$ cat src/rtl/text_buf_writer.sv
//============================================================================
// Module   : text_buf_writer
// Purpose  : Write side of the text overlay. Accepts 7-bit ASCII characters
//            over a valid/ready handshake, writes them into the character
//            tile RAM, tracks the cursor, and interprets CR, LF, BS and FF.
//            Entering a new line clears it. Form feed clears the whole screen.
// Options  : `define CURSOR_BLINK_EN makes the cursor blink with a
//            half-period of BLINK_CYCLES clocks. Without it, the cursor is
//            shown whenever no clear sweep is running.
// Revision : 1.0 - initial release
//============================================================================
`default_nettype none

module text_buf_writer #(
    parameter int COLS         = 80,
    parameter int ROWS         = 30,
    parameter int BLINK_CYCLES = 25000000
) (
    input  logic        clk,
    input  logic        reset,
    input  logic        char_valid,
    input  logic [6:0]  char_in,
    output logic        char_ready,
    output logic        we,
    output logic [11:0] waddr,
    output logic [6:0]  wdata,
    output logic [6:0]  cur_x,
    output logic [4:0]  cur_y,
    output logic        cursor_on,
    output logic        busy
);

    localparam logic [1:0] c_IDLE     = 2'd0;
    localparam logic [1:0] c_CLR_LINE = 2'd1;
    localparam logic [1:0] c_CLR_ALL  = 2'd2;

    localparam logic [6:0] c_LAST_COL = 7'(COLS - 1);
    localparam logic [4:0] c_LAST_ROW = 5'(ROWS - 1);

    localparam logic [6:0] c_CH_BS    = 7'h08;
    localparam logic [6:0] c_CH_LF    = 7'h0A;
    localparam logic [6:0] c_CH_FF    = 7'h0C;
    localparam logic [6:0] c_CH_CR    = 7'h0D;

    // Reject geometries that cannot be addressed by the {row[4:0], col[6:0]} map
    generate
        if (COLS < 1 || COLS > 128 || ROWS < 1 || ROWS > 32 || BLINK_CYCLES < 1) begin : g_param_check
            $error("text_buf_writer: COLS/ROWS/BLINK_CYCLES out of range");
        end
    endgenerate

    logic [1:0] r_state;
    logic [6:0] r_cur_x;
    logic [4:0] r_cur_y;
    logic [6:0] r_clr_col;
    logic [4:0] r_clr_row;
    logic       r_we;
    logic [11:0] r_waddr;
    logic [6:0] r_wdata;

    logic       w_accept;
    logic       w_printable;
    logic [4:0] w_next_row;
    logic [6:0] w_x_dec;

    assign w_accept    = char_valid && (r_state == c_IDLE);
    assign w_printable = (char_in >= 7'h20) && (char_in <= 7'h7E);
    assign w_next_row  = (r_cur_y == c_LAST_ROW) ? 5'd0 : r_cur_y + 5'd1;
    assign w_x_dec     = r_cur_x - 7'd1;

    // Main state machine: character handling, cursor movement and clear sweeps
    always_ff @(posedge clk) begin
        if (reset) begin
            r_state   <= c_IDLE;
            r_cur_x   <= 7'd0;
            r_cur_y   <= 5'd0;
            r_clr_col <= 7'd0;
            r_clr_row <= 5'd0;
            r_we      <= 1'b0;
            r_waddr   <= 12'd0;
            r_wdata   <= 7'd0;
        end else begin
            r_we <= 1'b0;
            case (r_state)
                c_IDLE: begin
                    if (w_accept) begin
                        if (w_printable) begin
                            r_we    <= 1'b1;
                            r_waddr <= {r_cur_y, r_cur_x};
                            r_wdata <= char_in;
                            if (r_cur_x == c_LAST_COL) begin
                                r_cur_x   <= 7'd0;
                                r_cur_y   <= w_next_row;
                                r_clr_col <= 7'd0;
                                r_state   <= c_CLR_LINE;
                            end else begin
                                r_cur_x <= r_cur_x + 7'd1;
                            end
                        end else begin
                            case (char_in)
                                c_CH_CR: r_cur_x <= 7'd0;
                                c_CH_LF: begin
                                    r_cur_y   <= w_next_row;
                                    r_clr_col <= 7'd0;
                                    r_state   <= c_CLR_LINE;
                                end
                                c_CH_BS: begin
                                    // Backspace never wraps to the previous row
                                    if (r_cur_x != 7'd0) begin
                                        r_cur_x <= w_x_dec;
                                        r_we    <= 1'b1;
                                        r_waddr <= {r_cur_y, w_x_dec};
                                        r_wdata <= 7'd0;
                                    end
                                end
                                c_CH_FF: begin
                                    r_clr_col <= 7'd0;
                                    r_clr_row <= 5'd0;
                                    r_state   <= c_CLR_ALL;
                                end
                                default: ;
                            endcase
                        end
                    end
                end
                c_CLR_LINE: begin
                    r_we    <= 1'b1;
                    r_waddr <= {r_cur_y, r_clr_col};
                    r_wdata <= 7'd0;
                    if (r_clr_col == c_LAST_COL) begin
                        r_state <= c_IDLE;
                    end else begin
                        r_clr_col <= r_clr_col + 7'd1;
                    end
                end
                c_CLR_ALL: begin
                    r_we    <= 1'b1;
                    r_waddr <= {r_clr_row, r_clr_col};
                    r_wdata <= 7'd0;
                    if (r_clr_col == c_LAST_COL) begin
                        r_clr_col <= 7'd0;
                        if (r_clr_row == c_LAST_ROW) begin
                            r_state <= c_IDLE;
                            r_cur_x <= 7'd0;
                            r_cur_y <= 5'd0;
                        end else begin
                            r_clr_row <= r_clr_row + 5'd1;
                        end
                    end else begin
                        r_clr_col <= r_clr_col + 7'd1;
                    end
                end
                default: r_state <= c_IDLE;
            endcase
        end
    end

    assign char_ready = (r_state == c_IDLE);
    assign busy       = (r_state != c_IDLE);
    assign we         = r_we;
    assign waddr      = r_waddr;
    assign wdata      = r_wdata;
    assign cur_x      = r_cur_x;
    assign cur_y      = r_cur_y;

`ifdef CURSOR_BLINK_EN
    localparam int c_BLINK_W = (BLINK_CYCLES > 1) ? $clog2(BLINK_CYCLES) : 1;
    localparam logic [c_BLINK_W-1:0] c_BLINK_LAST = c_BLINK_W'(BLINK_CYCLES - 1);

    logic [c_BLINK_W-1:0] r_blink_cnt;
    logic                 r_blink_on;

    // Blink timer: typing restarts the visible half-period so the cursor stays put while typing
    always_ff @(posedge clk) begin
        if (reset) begin
            r_blink_cnt <= '0;
            r_blink_on  <= 1'b1;
        end else if (w_accept) begin
            r_blink_cnt <= '0;
            r_blink_on  <= 1'b1;
        end else if (r_blink_cnt == c_BLINK_LAST) begin
            r_blink_cnt <= '0;
            r_blink_on  <= ~r_blink_on;
        end else begin
            r_blink_cnt <= r_blink_cnt + 1'b1;
        end
    end

    assign cursor_on = r_blink_on & ~busy;
`else
    assign cursor_on = ~busy;
`endif

endmodule

`default_nettype wire

$ cat config.mk
export PLATFORM = sky130hd
export DESIGN_NAME = text_buf_writer
export DESIGN_NICKNAME = d
export VERILOG_FILES = /design/src/rtl/text_buf_writer.sv
export SDC_FILE = /design/constraint.sdc
export NUM_CORES = 1
export LEC_CHECK = 0
export BUFFER_PORTS_ARGS = -buffer_cell sky130_fd_sc_hd__clkbuf_2
export CAP_MARGIN = 25
export CORE_MARGIN = 2
export CORE_UTILIZATION = 56
export CTS_CLUSTER_SIZE = 10
export DETAILED_ROUTE_END_ITERATION = 16
export PLACE_DENSITY_LB_ADDON = 0.15
export SYNTH_ARGS = -nofsm -noshare
export SYNTH_HDL_FRONTEND = slang
export SYNTH_SLANG_ARGS = --single-unit
$ cat constraint.sdc
create_clock -name clk -period 4.41 [get_ports clk]
set_input_delay 0.441 -clock clk [delete_from_list [all_inputs] [get_ports clk]]
set_output_delay 0.441 -clock clk [all_outputs]
set_load 0.05 [all_outputs]
==> metrics.md <==
| Metric | Value |
|---|---|
| Main synth FF type | dfxtp_1 |
| Yosys Warn Count | 0 |
| Distinct cells, synth | 60 |
| Largest area contributor in the synthesized netlist | dfxtp_1 |
| I/O Buffers | 44 |
| Slew @ Worst Pin | 0.780 ns |
| CP Launch Type | flop |
| Synth cell count leaders | dfxtp_1, nand2_1, nor2_1 |
| HPWL after DPL | around 4900 um |
| CTS tree | done |
| Max Freq | between 300 and 400 MHz |
| Ys async rst share | 0% |
| Starting DRC count in detailed routing | 167 |
| DR DRC count | 0 |
| Final period util | 61.6% |
| Cell Area, Placed | between 3000 and 4000 um2 |
| Starting Density | 58.7% |
| DIE WIDTH | around 75 um |
| Row cnt | 25 |
| First drt pass iteration count | 5 |
| Post-route cell area | roughly 3100 um2 |
| Post-CTS Setup Bufs | 0 |
| Wire per inst | between 15 and 20 um |
| Hold_buf cts | 0 |
| Crit path max fanout | 10 |
| Syn nets | approximately 370 |
| Unrepaired setup endpoints after global routing | false |
| First-pass GRT wire length | about 11000 um |
| Leak | between 1 and 1.5 nW |
| Vias per Instance | about 6 |
| Die H | 74.6 um |
| Clock Path Buffers | 2 |
| Synthesized instance count | between 300 and 400 |
| Syn-to-layout area delta | 12.0% |
| Final Hold Vio Count | 0 |
| Power Density | between 300 and 400 nW/um2 |
| Mean Syn Cell Area | a little over 8 um2 |
| VDD IR max | ~190 uV |
| Congestion Overflow GR | 0 |
| Via count | 2719 |
| CP Capture Type | flop |
| I/O pins | 45 |
| Die Footprint | 5560 um2 |
| CTS Buf Count | 5 |
| Hold Path Depth | 3 |
| Worst relative slew slack | between 40 and 50% |
| Number of flops mapped to enable cells by yosys | 0 |
| Ant diodes | 0 |
| Antenna Nets Post-Route | 0 |
| Slew Limit Fails | 0 |
| Initial antenna violation count | 0 |
| Finish-stage setup viols | 0 |
| Most common cell in the netlist | dfxtp_1 |
| Worst-Skew Late Latency | ~0.30 ns |
| Final GP Congestion | 0.965 |
| CTS Sinks | 46 |
| Fill cell count | 430 |
| CP Data Required Time | roughly 4.6 ns |
| Final nets | between 300 and 400 |
| Post-synth top area share | about a third |
| Post-cts sizing count | 0 |
| Seq/Total Area, Yosys | around a third |
| HP Class | input pin to flop |
| Share of layout cells above drive strength 1 | approximately 16% |
| Setup TNS | 0 ns |
| Core area | between 4000 and 5000 um2 |
| Final Skew | around 0.0068 ns |
| #FFs+latches synth | between 40 and 50 |
| Maxcap violations | 0 |
| WP data arrival | between 2 and 3 ns |
| Synth area leaders | dfxtp_1, a21oi_1, ha_1 |
| Pin count of the biggest net entering global routing | 37 |
| Clk root buf | clkbuf_8 |
| Final critical-path required period | approximately 2.7 ns |
| Mapped Area | between 2000 and 3000 um2 |
| Total GRT Usage | between 20% and 30% |
| Vias in the first global route | about 2300 |
| Critical path class | flop to flop |
| FF-to-FF path depth | 7 |
| Clock transition at path regs | approximately 0.09 ns |
| H-tree depth | 2 |
| DRT Wirelength | between 6000 and 7000 um |
| Outcome | completed |
==> report_power, final <==
part	leakage (nW)	switching [mW]	total, mW	internal (mW)
Clock	0.0472	0.143	0.269	0.126
Sequential	0.375	0.0312	0.481	0.450
Combinational	0.794	0.311	0.440	0.129
Total	1.22	0.485	1.19	0.706
==> worst max-delay path, stage by stage, from the launching register on <==
cell	delay [ns]
dfxtp_1	0.53
ha_1	0.28
and3_1	0.24
nand3_1	0.21
a21bo_1	0.29
a221o_1	0.46
nand2b_1	0.24
o41ai_1	0.34
==> cell usage in the layout, fill, tap and decap left out, drive strengths merged, types with 2 or more instances in the layout <==
master and count:
a211oi 10, a21o 2, a21oi 31, a221o 2, a2bb2oi 7, a31oi 4
a32o 4, a32oi 6, and3 4, clkbuf 50, dfxtp 46, ha 12
inv 13, mux2i 2, nand2 33, nand2b 2, nand3 22, nand4 8
nand4b 4, nor2 31, nor2b 3, nor3 8, nor3b 3, nor4 2
o211ai 3, o21a 3, o21ai 16, o221ai 2, o22ai 3, o31ai 2
o41ai 3, or3 3, or4 2, xnor2 7, xor2 5
==> state kept, by name, indices dropped and copies added (netlist names) <==
| name | flops |
|---|---|
| cur_x | 7 |
| cur_y | 5 |
| r_clr_col | 7 |
| r_clr_row | 5 |
| r_state | 2 |
| waddr | 12 |
| wdata | 7 |
| we | 1 |
==> path summary, 6_finish.rpt <==
path | startpoint | to | slack, ns
worst max-delay path | cur_x[1] | cur_y[3] | 1.69
worst min-delay path | char_in[4] | wdata[4] | 0.42
worst max register to register | cur_x[1] | cur_y[3] | 1.69
worst min register to register | wdata[3] | wdata[3] | 0.45
==> area by class of cell <==
type / instances / area [um2] / area share, %
clock buffer: 6 / 82.6 / 2.64
clock inverter: 2 / 12.5 / 0.400
tap: 67 / 83.8 / 2.68
sequential: 46 / 921 / 29.5
timing repair buffer: 45 / 248 / 7.93
inverter: 13 / 48.8 / 1.56
multi-input combinational: 264 / 1730 / 55.3
==> kinds of logic (layout without fill, tap and decap cells) <==
kind of cell	count (synthesis)	after routing	share of synthesized area, %
simple gates	129	129	23.7
compound gates	108	108	27.7
flops	46	46	33.0
buf+inv	36	66	5.29
fa+ha+maj	12	12	5.38
xor+xnor	12	12	3.77
mux	3	3	1.12
==> through the flow <==
stage               util, %  power (mW)  hold slack, ns  setup slack (ns)  std cells
detailed placement     63.7       0.928           0.444              1.60        435
floorplan                 -       0.826           0.458              1.77        346
global route           65.7        1.25           0.434              1.49        443
global placement       63.1       0.911           0.439              1.37        434
CTS                    65.7        1.19           0.416              1.71        443
finish                 65.7        1.19           0.424              1.69        443
==> per-layer routing <==
| layer | vias to the layer above | routed length [um] | track usage, % |
|---|---|---|---|
| met1 | 1267 | 3180 | 34.7 |
| met5 | - | 0 | 0 |
| met3 | 6 | 378 | 4.20 |
| met2 | 99 | 3190 | 41.4 |
| li1 | 1347 | - | - |
| met4 | 0 | 53 | 5.75 |
(Power assumes the default switching activity.)
